[config.mk]
export PLATFORM = sky130hd
export DESIGN_NAME = decode_stage
export DESIGN_NICKNAME = d
export VERILOG_FILES = /design/src/rtl/corectrl_pkg.sv /design/src/rtl/decode_fifo.sv /design/src/rtl/decode_stage.sv
export SDC_FILE = /design/constraint.sdc
export NUM_CORES = 1
export LEC_CHECK = 0
export ABC_CLOCK_PERIOD_IN_PS = 18900
export CAP_MARGIN = 25
export CORE_MARGIN = 2
export CORE_UTILIZATION = 46
export CTS_CLUSTER_SIZE = 10
export DETAILED_ROUTE_END_ITERATION = 6
export PLACE_DENSITY = 0.87
export SLEW_MARGIN = 20
export SYNTH_ARGS = -nofsm -noshare
export SYNTH_HDL_FRONTEND = slang
export SYNTH_SLANG_ARGS = --single-unit
[constraint.sdc]
create_clock -name clk -period 18.9 [get_ports clk]
set_clock_uncertainty 0.05 [all_clocks]
set_input_delay 2.835 -clock clk [delete_from_list [all_inputs] [get_ports clk]]
set_output_delay 2.835 -clock clk [all_outputs]
set_load 0.05 [all_outputs]
[src/rtl/corectrl_pkg.sv]
// Core-wide ISA constants (eei) and decode control/entry types (corectrl).
// eei must compile before corectrl, so both packages live in this one file.
package eei;

    localparam int XLEN = 64;

    typedef logic [XLEN-1:0] UIntX;
    typedef logic [31:0]     Inst;
    typedef logic [6:0]      Opcode;

    localparam Opcode OP_LOAD     = 7'b0000011;
    localparam Opcode OP_MISC_MEM = 7'b0001111;
    localparam Opcode OP_IMM      = 7'b0010011;
    localparam Opcode OP_AUIPC    = 7'b0010111;
    localparam Opcode OP_IMM_32   = 7'b0011011;
    localparam Opcode OP_STORE    = 7'b0100011;
    localparam Opcode OP_OP       = 7'b0110011;
    localparam Opcode OP_LUI      = 7'b0110111;
    localparam Opcode OP_OP_32    = 7'b0111011;
    localparam Opcode OP_BRANCH   = 7'b1100011;
    localparam Opcode OP_JALR     = 7'b1100111;
    localparam Opcode OP_JAL      = 7'b1101111;
    localparam Opcode OP_SYSTEM   = 7'b1110011;

    localparam logic [6:0] F7_BASE   = 7'b0000000;
    localparam logic [6:0] F7_ALT    = 7'b0100000;
    localparam logic [6:0] F7_MULDIV = 7'b0000001;

    localparam Inst INST_ECALL  = 32'h0000_0073;
    localparam Inst INST_EBREAK = 32'h0010_0073;
    localparam Inst INST_MRET   = 32'h3020_0073;

endpackage

package corectrl;

    import eei::*;

    typedef enum logic [2:0] {
        INST_X,
        INST_R,
        INST_I,
        INST_S,
        INST_B,
        INST_U,
        INST_J
    } InstType;

    typedef struct packed {
        InstType    itype;
        logic       rwb_en;
        logic       is_lui;
        logic       is_aluop;
        logic       is_muldiv;
        logic       is_op32;
        logic       is_jump;
        logic       is_load;
        logic       is_csr;
        logic [2:0] funct3;
        logic [6:0] funct7;
    } InstCtrl;

    typedef struct packed {
        UIntX       addr;
        Inst        bits;
        InstCtrl    ctrl;
        UIntX       imm;
        logic [4:0] rs1;
        logic [4:0] rs2;
        logic [4:0] rd;
        logic       illegal;
    } DecodedEntry;

endpackage

[src/rtl/decode_fifo.sv]
// Circular queue of decoded entries; payload type and depth are parameters.
module decode_fifo #(
    parameter int  DEPTH = 2,
    parameter type T     = logic
) (
    input  logic clk,
    input  logic rst,
    input  logic flush,
    input  logic push_i,
    input  logic pop_i,
    input  T     wdata_i,
    output T     rdata_o,
    output logic full_o,
    output logic empty_o
);

    localparam int PTR_W = $clog2(DEPTH);
    localparam int CNT_W = PTR_W + 1;

    T                 mem_q [DEPTH];
    logic [PTR_W-1:0] wr_ptr_q;
    logic [PTR_W-1:0] wr_ptr_d;
    logic [PTR_W-1:0] rd_ptr_q;
    logic [PTR_W-1:0] rd_ptr_d;
    logic [CNT_W-1:0] count_q;
    logic [CNT_W-1:0] count_d;
    logic             push_ok;
    logic             pop_ok;

    assign full_o  = (count_q == CNT_W'(DEPTH));
    assign empty_o = (count_q == '0);

    // Flush wins over both sides of the handshake in the same cycle.
    assign push_ok = push_i && !full_o && !flush;
    assign pop_ok  = pop_i && !empty_o && !flush;

    assign rdata_o = mem_q[rd_ptr_q];

    always_comb begin
        wr_ptr_d = wr_ptr_q;
        rd_ptr_d = rd_ptr_q;
        count_d  = count_q;
        if (flush) begin
            wr_ptr_d = '0;
            rd_ptr_d = '0;
            count_d  = '0;
        end else begin
            if (push_ok) begin
                wr_ptr_d = wr_ptr_q + PTR_W'(1);
            end
            if (pop_ok) begin
                rd_ptr_d = rd_ptr_q + PTR_W'(1);
            end
            case ({push_ok, pop_ok})
                2'b10:   count_d = count_q + CNT_W'(1);
                2'b01:   count_d = count_q - CNT_W'(1);
                default: count_d = count_q;
            endcase
        end
    end

    always_ff @(posedge clk or posedge rst) begin
        if (rst) begin
            wr_ptr_q <= '0;
            rd_ptr_q <= '0;
            count_q  <= '0;
        end else begin
            wr_ptr_q <= wr_ptr_d;
            rd_ptr_q <= rd_ptr_d;
            count_q  <= count_d;
        end
    end

    // Payload storage carries no reset; only the pointers define validity.
    always_ff @(posedge clk) begin
        if (push_ok) begin
            mem_q[wr_ptr_q] <= wdata_i;
        end
    end

endmodule

[src/rtl/decode_stage.sv]
// RV64I + Zicsr decode stage feeding a small queue of decoded entries.
// Define M_EXT_EN to compile in RV64M (MUL/DIV) decode.
module decode_stage
    import eei::*;
    import corectrl::*;
#(
    parameter int DEPTH  = 2,
    parameter int ADDR_W = XLEN
) (
    input  logic              clk,
    input  logic              rst,
    input  logic              flush,
    input  logic              i_valid,
    output logic              i_ready,
    input  logic [ADDR_W-1:0] i_addr,
    input  Inst               i_bits,
    output logic              o_valid,
    input  logic              o_ready,
    output DecodedEntry       o_entry
);

    Opcode       opcode;
    logic [2:0]  f3;
    logic [6:0]  f7;
    InstCtrl     ctrl;
    logic        legal;
    UIntX        imm;
    DecodedEntry dec;
    logic        full;
    logic        empty;

    assign opcode = i_bits[6:0];
    assign f3     = i_bits[14:12];
    assign f7     = i_bits[31:25];

    always_comb begin
        ctrl        = '0;
        ctrl.itype  = INST_X;
        ctrl.funct3 = f3;
        ctrl.funct7 = f7;
        legal       = 1'b0;
        case (opcode)
            OP_LUI: begin
                ctrl.itype  = INST_U;
                ctrl.rwb_en = 1'b1;
                ctrl.is_lui = 1'b1;
                legal       = 1'b1;
            end
            OP_AUIPC: begin
                ctrl.itype  = INST_U;
                ctrl.rwb_en = 1'b1;
                legal       = 1'b1;
            end
            OP_JAL: begin
                ctrl.itype   = INST_J;
                ctrl.rwb_en  = 1'b1;
                ctrl.is_jump = 1'b1;
                legal        = 1'b1;
            end
            OP_JALR: begin
                ctrl.itype   = INST_I;
                ctrl.rwb_en  = 1'b1;
                ctrl.is_jump = 1'b1;
                legal        = (f3 == 3'b000);
            end
            OP_BRANCH: begin
                ctrl.itype = INST_B;
                legal      = (f3 != 3'b010) && (f3 != 3'b011);
            end
            OP_LOAD: begin
                ctrl.itype   = INST_I;
                ctrl.rwb_en  = 1'b1;
                ctrl.is_load = 1'b1;
                legal        = (f3 != 3'b111);
            end
            OP_STORE: begin
                ctrl.itype = INST_S;
                legal      = !f3[2];
            end
            OP_IMM: begin
                ctrl.itype    = INST_I;
                ctrl.rwb_en   = 1'b1;
                ctrl.is_aluop = 1'b1;
                // 64-bit shifts use a 6-bit shamt, so only bits[31:26] carry funct.
                case (f3)
                    3'b001:  legal = (i_bits[31:26] == 6'b000000);
                    3'b101:  legal = (i_bits[31:26] == 6'b000000) || (i_bits[31:26] == 6'b010000);
                    default: legal = 1'b1;
                endcase
            end
            OP_IMM_32: begin
                ctrl.itype    = INST_I;
                ctrl.rwb_en   = 1'b1;
                ctrl.is_aluop = 1'b1;
                ctrl.is_op32  = 1'b1;
                case (f3)
                    3'b000:  legal = 1'b1;
                    3'b001:  legal = (f7 == F7_BASE);
                    3'b101:  legal = (f7 == F7_BASE) || (f7 == F7_ALT);
                    default: legal = 1'b0;
                endcase
            end
            OP_OP: begin
                ctrl.itype  = INST_R;
                ctrl.rwb_en = 1'b1;
                if (f7 == F7_BASE) begin
                    ctrl.is_aluop = 1'b1;
                    legal         = 1'b1;
                end else if (f7 == F7_ALT) begin
                    ctrl.is_aluop = 1'b1;
                    legal         = (f3 == 3'b000) || (f3 == 3'b101);
                end
`ifdef M_EXT_EN
                else if (f7 == F7_MULDIV) begin
                    ctrl.is_muldiv = 1'b1;
                    legal          = 1'b1;
                end
`endif
            end
            OP_OP_32: begin
                ctrl.itype   = INST_R;
                ctrl.rwb_en  = 1'b1;
                ctrl.is_op32 = 1'b1;
                if (f7 == F7_BASE) begin
                    ctrl.is_aluop = 1'b1;
                    legal         = (f3 == 3'b000) || (f3 == 3'b001) || (f3 == 3'b101);
                end else if (f7 == F7_ALT) begin
                    ctrl.is_aluop = 1'b1;
                    legal         = (f3 == 3'b000) || (f3 == 3'b101);
                end
`ifdef M_EXT_EN
                else if (f7 == F7_MULDIV) begin
                    ctrl.is_muldiv = 1'b1;
                    legal          = (f3 == 3'b000) || f3[2];
                end
`endif
            end
            OP_MISC_MEM: begin
                ctrl.itype = INST_I;
                legal      = (f3 == 3'b000);
            end
            OP_SYSTEM: begin
                if (f3 == 3'b000) begin
                    ctrl.itype = INST_X;
                    legal      = (i_bits == INST_ECALL) || (i_bits == INST_EBREAK)
                              || (i_bits == INST_MRET);
                end else begin
                    ctrl.itype  = INST_I;
                    ctrl.rwb_en = 1'b1;
                    ctrl.is_csr = 1'b1;
                    legal       = (f3 != 3'b100);
                end
            end
            default: legal = 1'b0;
        endcase
        // Illegal encodings travel down the pipe but must not write or redirect.
        if (!legal) begin
            ctrl        = '0;
            ctrl.itype  = INST_X;
            ctrl.funct3 = f3;
            ctrl.funct7 = f7;
        end
    end

    always_comb begin
        imm = '0;
        case (ctrl.itype)
            INST_I:  imm = {{(XLEN-12){i_bits[31]}}, i_bits[31:20]};
            INST_S:  imm = {{(XLEN-12){i_bits[31]}}, i_bits[31:25], i_bits[11:7]};
            INST_B:  imm = {{(XLEN-13){i_bits[31]}}, i_bits[31], i_bits[7],
                            i_bits[30:25], i_bits[11:8], 1'b0};
            INST_U:  imm = {{(XLEN-32){i_bits[31]}}, i_bits[31:12], 12'h000};
            INST_J:  imm = {{(XLEN-21){i_bits[31]}}, i_bits[31], i_bits[19:12],
                            i_bits[20], i_bits[30:21], 1'b0};
            default: imm = '0;
        endcase
    end

    always_comb begin
        dec         = '0;
        dec.addr    = UIntX'(i_addr);
        dec.bits    = i_bits;
        dec.ctrl    = ctrl;
        dec.imm     = imm;
        dec.rs1     = i_bits[19:15];
        dec.rs2     = i_bits[24:20];
        dec.rd      = ctrl.rwb_en ? i_bits[11:7] : 5'd0;
        dec.illegal = !legal;
    end

    // Handshake: a transfer happens on a rising edge where valid && ready on that side;
    // i_ready depends only on queue fullness (never on o_ready), and o_entry holds
    // steady while o_valid && !o_ready.
    assign i_ready = !full;
    assign o_valid = !empty;

    decode_fifo #(
        .DEPTH(DEPTH),
        .T    (DecodedEntry)
    ) u_fifo (
        .clk    (clk),
        .rst    (rst),
        .flush  (flush),
        .push_i (i_valid),
        .pop_i  (o_ready),
        .wdata_i(dec),
        .rdata_o(o_entry),
        .full_o (full),
        .empty_o(empty)
    );

endmodule

==> out/summary.txt, run 1 <==
Pre-CTS setup slack: 12,910 ps
Tot Pwr: 1.66 mW
CP Cell Sequence: buf_4 > mux2_2 > clkdlybuf4s50_1
Mapped Avg Cell Area: 17.2 µm²
RSZ-0062 raised after global routing: no
Global routing usage on met2: 33.6%
Post-synth EDFFs: 288
Hold_ws: 559 ps
Max_cap viols: 0
DRT Wirelength: 27,700 µm
Sequential Area: 8750 µm²
Fmax achieved: 156 MHz
Min-delay worst type: reg -> reg
Detailed placement HPWL: 18,700 µm
Fin crit share: 34.0%
Synth-to-Final Area Change: 33.1%
Crit Path Class: reg -> out
Initial Utilization: 47.1%
Slew Limit Fails: 0
CTS clk-pin slew, worst paths: 60 ps
CTS Buffer Depth: 3
Initial drt markers: 485
Largest stage delay, worst path: 930 ps
Multi-input logic area: 2670 µm²
Detail Route Antenna Nets: 0
Clock sink count: 292
Most common cell after layout, fill and taps aside: clkdlybuf4s50_1
PwrDens: 104 nW/µm²
Largest net degree at the start of global routing: 56
CP max FO: 51
Slew margin rel.: 39.7%
Syn. warnings: 0
Fillers: 1,747
# nets final: 1,058
Cts bufs inserted: 35
Chip Height: 165 µm
Drt wl/cell: 21.3 µm
Fin. Hold Viols: 0
CTS tree: yes
Most used DFF post-synth: edfxtp_1
Via-to-Cell Ratio: 5.35
Synthesis-stage register bit count: 292
Netlist Area Pre-Place: 11,900 µm²
Max VDD drop: 0.0000723 V
Worst-margin pin slew: 905 ps
Post-route setup TNS: 0 ps
Layout cells sized above 1: 21.1%
Status: complete, no violations
CTS root buf: clkbuf_16
CTS resizes: 0
Post-CTS setup buffer count: 0
GR Util All Layers: 19.4%
Final Instance Area: 15,900 µm²
Gpl congestion: 0.831
Vias: 6,961
Final setup viols: 0
Final WS setup: 12,480 ps
Remaining Overflow, GRT: 0
CP endpoint kind: primary output
Rows: 58
Crit path launch type: flip-flop
Residual DRC count: 0
Static leakage: 5.41 nW
First-pass GRT wire length: 39,800 µm
Seq/Total Area, Yosys: 73.3%
DIE WIDTH: 165 µm
Clk_lat worst skew: 500 ps
# diodes: 0
Worst EP required: 16,020 ps
CTS H-tree lvls: 2
Met3 GRT Util: 5.62%
Antenna violations before repair: 0
Vias in the first global route: 7,054
Async set-reset flop share out of synthesis: 1.37%
Ports: 300
Synthesized netlist cell count: 692
Cts-stage hold buffer count: 0
Synth cell types: 49
Final min period: 6420 ps
CORE AREA: 25,300 µm²
Crit-path slowest cell: clkdlybuf4s50_1
Routing usage on met1: 23.1%
Die Area: 27,200 µm²
Commonest non-fill, non-tap cells in the layout: clkdlybuf4s50_1 (298), edfxtp_1 (288), mux2_2 (144)
Port Buf Inserts: 298
Drt pass-1 iters: 5
Mapped Nets: 793
Grt peak-use layer: met2
Area after DPL: 14,900 µm²
CP arrival: 3540 ps
[Yosys cell counts (6+ instances only)]
library cell	count	share of area [%]
nor3_1	9	0.38
a21boi_1	6	0.38
buf_4	53	3.3
nor2_1	16	0.50
clkbuf_1	21	0.66
and2_1	6	0.31
a21oi_1	27	1.1
nand2_1	32	1.0
edfxtp_1	288	72
mux2_2	144	14
nor4_1	7	0.37
inv_1	6	0.19
[power breakdown]
group          internal [mW]  total, mW  leakage (nW)  switching, mW
sequential             0.739      0.748          2.77        0.00871
combinational          0.117      0.333          2.17          0.216
clock                  0.345      0.579         0.470          0.234
[metrics by stage]
stage,utilization (%),std cells
global placement,58.9,1250
finish,62.7,1300
global route,62.7,1300
floorplan,-,692
detailed placement,58.9,1250
CTS,62.7,1300
[per-layer routing]
| metal | vias to the layer above | routed length [µm] |
|---|---|---|
| li1 | 3128 | - |
| met1 | 3429 | 10400 |
| met2 | 333 | 13900 |
| met3 | 71 | 2520 |
| met4 | 0 | 887 |
| met5 | - | 0 |
[cell families (layout without fill, tap and decap cells)]
group | after synthesis | count (layout) | share of synthesized area (%)
AND/OR/NAND/NOR | 107 | 107 | 4.98
XOR/XNOR | 2 | 2 | 0.147
buffers and inverters | 86 | 364 | 4.49
multiplexers | 146 | 146 | 13.8
flip-flops | 292 | 292 | 73.3
other | 1 | 1 | 0.0314
AO/OA/AOI/OAI | 58 | 58 | 3.30
[worst max-delay path, delay by kind of cell (launching register included)]
family	cells	cell delay (ps)
DFF	1	790
buffers and inverters	2	1580
muxes	1	630
[area by class of cell]
cell class              count  area share, %
multi-input cells         314           16.8
well taps                 330           2.60
repair buffers            308           19.3
clock buffers              46           5.91
clock inverters             4          0.205
flip-flops and latches    292           55.1
inverters                   6          0.142
[final timing paths]
path	start	slack (ps)	cells past startpoint	endpoint
hold / removal	u_fifo.wr_ptr_q	560	2	u_fifo.wr_ptr_q
hold reg to reg	u_fifo.wr_ptr_q	560	2	u_fifo.wr_ptr_q
max in group asynchronous	rst	16170	2	u_fifo.rd_ptr_q
setup reg to reg	u_fifo.count_q[0]	16270	5	u_fifo.mem_q[1][25]
min in group asynchronous	rst	2460	2	u_fifo.rd_ptr_q
setup / recovery	u_fifo.rd_ptr_q	12480	3	o_entry[62]
[state kept, by name, summed over array words and instances (netlist names)]
| signal | cells |
|---|---|
| u_fifo.mem_q | 288 |
| u_fifo.count_q | 2 |
| u_fifo.rd_ptr_q | 1 |
| u_fifo.wr_ptr_q | 1 |
(Power assumes the default switching activity.)
==> inputs of run 2 (changes only) <==
--- a/config.mk
+++ b/config.mk
@@ -5,7 +5,7 @@
 export SDC_FILE = /design/constraint.sdc
 export NUM_CORES = 1
 export LEC_CHECK = 0
-export ABC_CLOCK_PERIOD_IN_PS = 18900
+export ABC_CLOCK_PERIOD_IN_PS = 6100
 export CAP_MARGIN = 25
 export CORE_MARGIN = 2
 export CORE_UTILIZATION = 46
==> constraint.sdc (replaced) <==
create_clock -name clk -period 6.1 [get_ports clk]
set_clock_uncertainty 0.05 [all_clocks]
set_input_delay 0.915 -clock clk [delete_from_list [all_inputs] [get_ports clk]]
set_output_delay 0.915 -clock clk [all_outputs]
set_load 0.05 [all_outputs]
==> run 2 against run 1 <==
- core utilization is 0.079 points higher
- worst hold slack worse by 2.9 ps
- wire length grew 3.1%
- sequential power increased to 3.1 times the previous value
- critical path type unchanged
- critical path depth stayed put
- cell count is 0.31% lower
- final area is 0.13% higher
- first-iteration DRC count is 20% higher
- global-route usage up 0.57 points
- non-clock buffer count is 2 lower
- via count increased by 1.1%
- register-to-register slack lost 12000 ps
==> out/summary.txt, run 2 (synthesized netlist as in run 1, its figures left out) <==
Status: complete, no violations
Residual DRC count: 0
CTS root buf: clkbuf_16
CTS resizes: 0
Synth-to-Final Area Change: 33.3%
Static leakage: 5.41 nW
Drt wl/cell: 22.0 µm
Detailed placement HPWL: 19,100 µm
Die Area: 27,200 µm²
Cts-stage hold buffer count: 0
CP Cell Sequence: buf_12 > mux2_2 > clkdlybuf4s50_1
Slew Limit Fails: 0
Cell family with most CP delay: buffers and inverters
CORE AREA: 25,300 µm²
Crit Path Class: reg -> out
CP startpoint: u_fifo.rd_ptr_q
# diodes: 0
Min-delay worst type: in -> async
Largest net degree at the start of global routing: 78
GR Util All Layers: 20.0%
Post-CTS setup buffer count: 0
Worst EP required: 5130 ps
Antenna violations before repair: 0
Reg2reg start: u_fifo.count_q[0]
Fmax achieved: 237 MHz
Clk_lat worst skew: 490 ps
Detail Route Antenna Nets: 0
Crit path launch type: flip-flop
CTS Buffer Depth: 3
RSZ-0062 raised after global routing: no
Final setup viols: 0
Gpl congestion: 0.867
Vias: 7,038
# nets final: 1,056
CTS clk-pin slew, worst paths: 50 ps
DRT Wirelength: 28,500 µm
Most common cell after layout, fill and taps aside: clkdlybuf4s50_1
Drt pass-1 iters: 5
Crit-path slowest cell: dfrtp_4
Via-to-Cell Ratio: 5.43
Initial Utilization: 47.1%
Final min period: 4220 ps
Rows: 58
PwrDens: 324 nW/µm²
Post-route setup TNS: 0 ps
Final WS setup: 1880 ps
Remaining Overflow, GRT: 0
Pre-CTS setup slack: 2050 ps
Port Buf Inserts: 298
Max VDD drop: 0.000208 V
Reg2reg end: u_fifo.mem_q[0][154]
Vias in the first global route: 7,010
Slew margin rel.: 28.0%
Max FFs per register: 288
CP max FO: 75
CTS H-tree lvls: 2
CP arrival: 3250 ps
CP endpoint kind: primary output
R2R depth: 4
Largest stage delay, worst path: 1060 ps
Worst-margin pin slew: 1080 ps
Commonest non-fill, non-tap cells in the layout: clkdlybuf4s50_1 (298), edfxtp_1 (288), mux2_2 (144)
Largest regs: u_fifo.mem_q x288, u_fifo.count_q x2
Fin. Hold Viols: 0
CP bufs+invs: 2
Ports: 300
CTS tree: yes
Chip Height: 165 µm
Fin crit share: 69.1%
Cts bufs inserted: 35
Largest reg by FF count: u_fifo.mem_q
Crit path to: o_entry[132]
First-pass GRT wire length: 40,600 µm
Worst R2R Setup Slack: 3830 ps
Initial drt markers: 584
Layout cells sized above 1: 21.0%
DIE WIDTH: 165 µm
WP depth: 3
Clock sink count: 292
Max_cap viols: 0
run 2: final cells by class:
class                   count  area [µm²]
multi-input cells         314        2680
well taps                 330         413
flip-flops and latches    292        8750
inverters                   6        22.5
repair buffers            306        3070
fillers                  1770        9420
clock inverters             2        8.76
clock buffers              46         960
run 2: how the worst min path moves through the flow:
stage / from / to / slack [ps] / cells past startpoint
6_report: rst / u_fifo.wr_ptr_q / 560 / 2
5_1_grt: rst / u_fifo.count_q[0] / 570 / 2
4_1_cts: rst / u_fifo.wr_ptr_q / 540 / 2
3_5_place_dp: u_fifo.count_q[1] / u_fifo.count_q[1] / 560 / 2
3_3_place_gp: u_fifo.count_q[0] / u_fifo.count_q[1] / 520 / 2
2_1_floorplan: u_fifo.count_q[0] / u_fifo.count_q[1] / 510 / 2
run 2: through the flow:
stage | instance area [µm²] | utilization [%] | hold WS [ps] | cells | power, mW
3_3_place_gp | 14900 | 58.9 | 524 | 1247 | 3.38
6_report | 15900 | 62.8 | 556 | 1296 | 5.16
4_1_cts | 15900 | 62.7 | 541 | 1295 | 5.20
3_5_place_dp | 14900 | 58.9 | 561 | 1247 | 3.40
2_1_floorplan | 12000 | - | 512 | 692 | 3.06
5_1_grt | 15900 | 62.8 | 566 | 1296 | 5.32
run 2: routing by layer:
metal  global-route usage (%)  up-vias  part of all wire (%)
met2                     34.7      350                    50
met4                     6.76        0                   2.5
met5                        0        -                     0
met1                     23.6     3480                    38
li1                         -     3145                     -
met3                     6.14       63                   9.5
run 2: report_power, final:
part	internal, mW	switching, mW
combinational	0.364	0.669
clock	1.08	0.711
sequential	2.29	0.0357
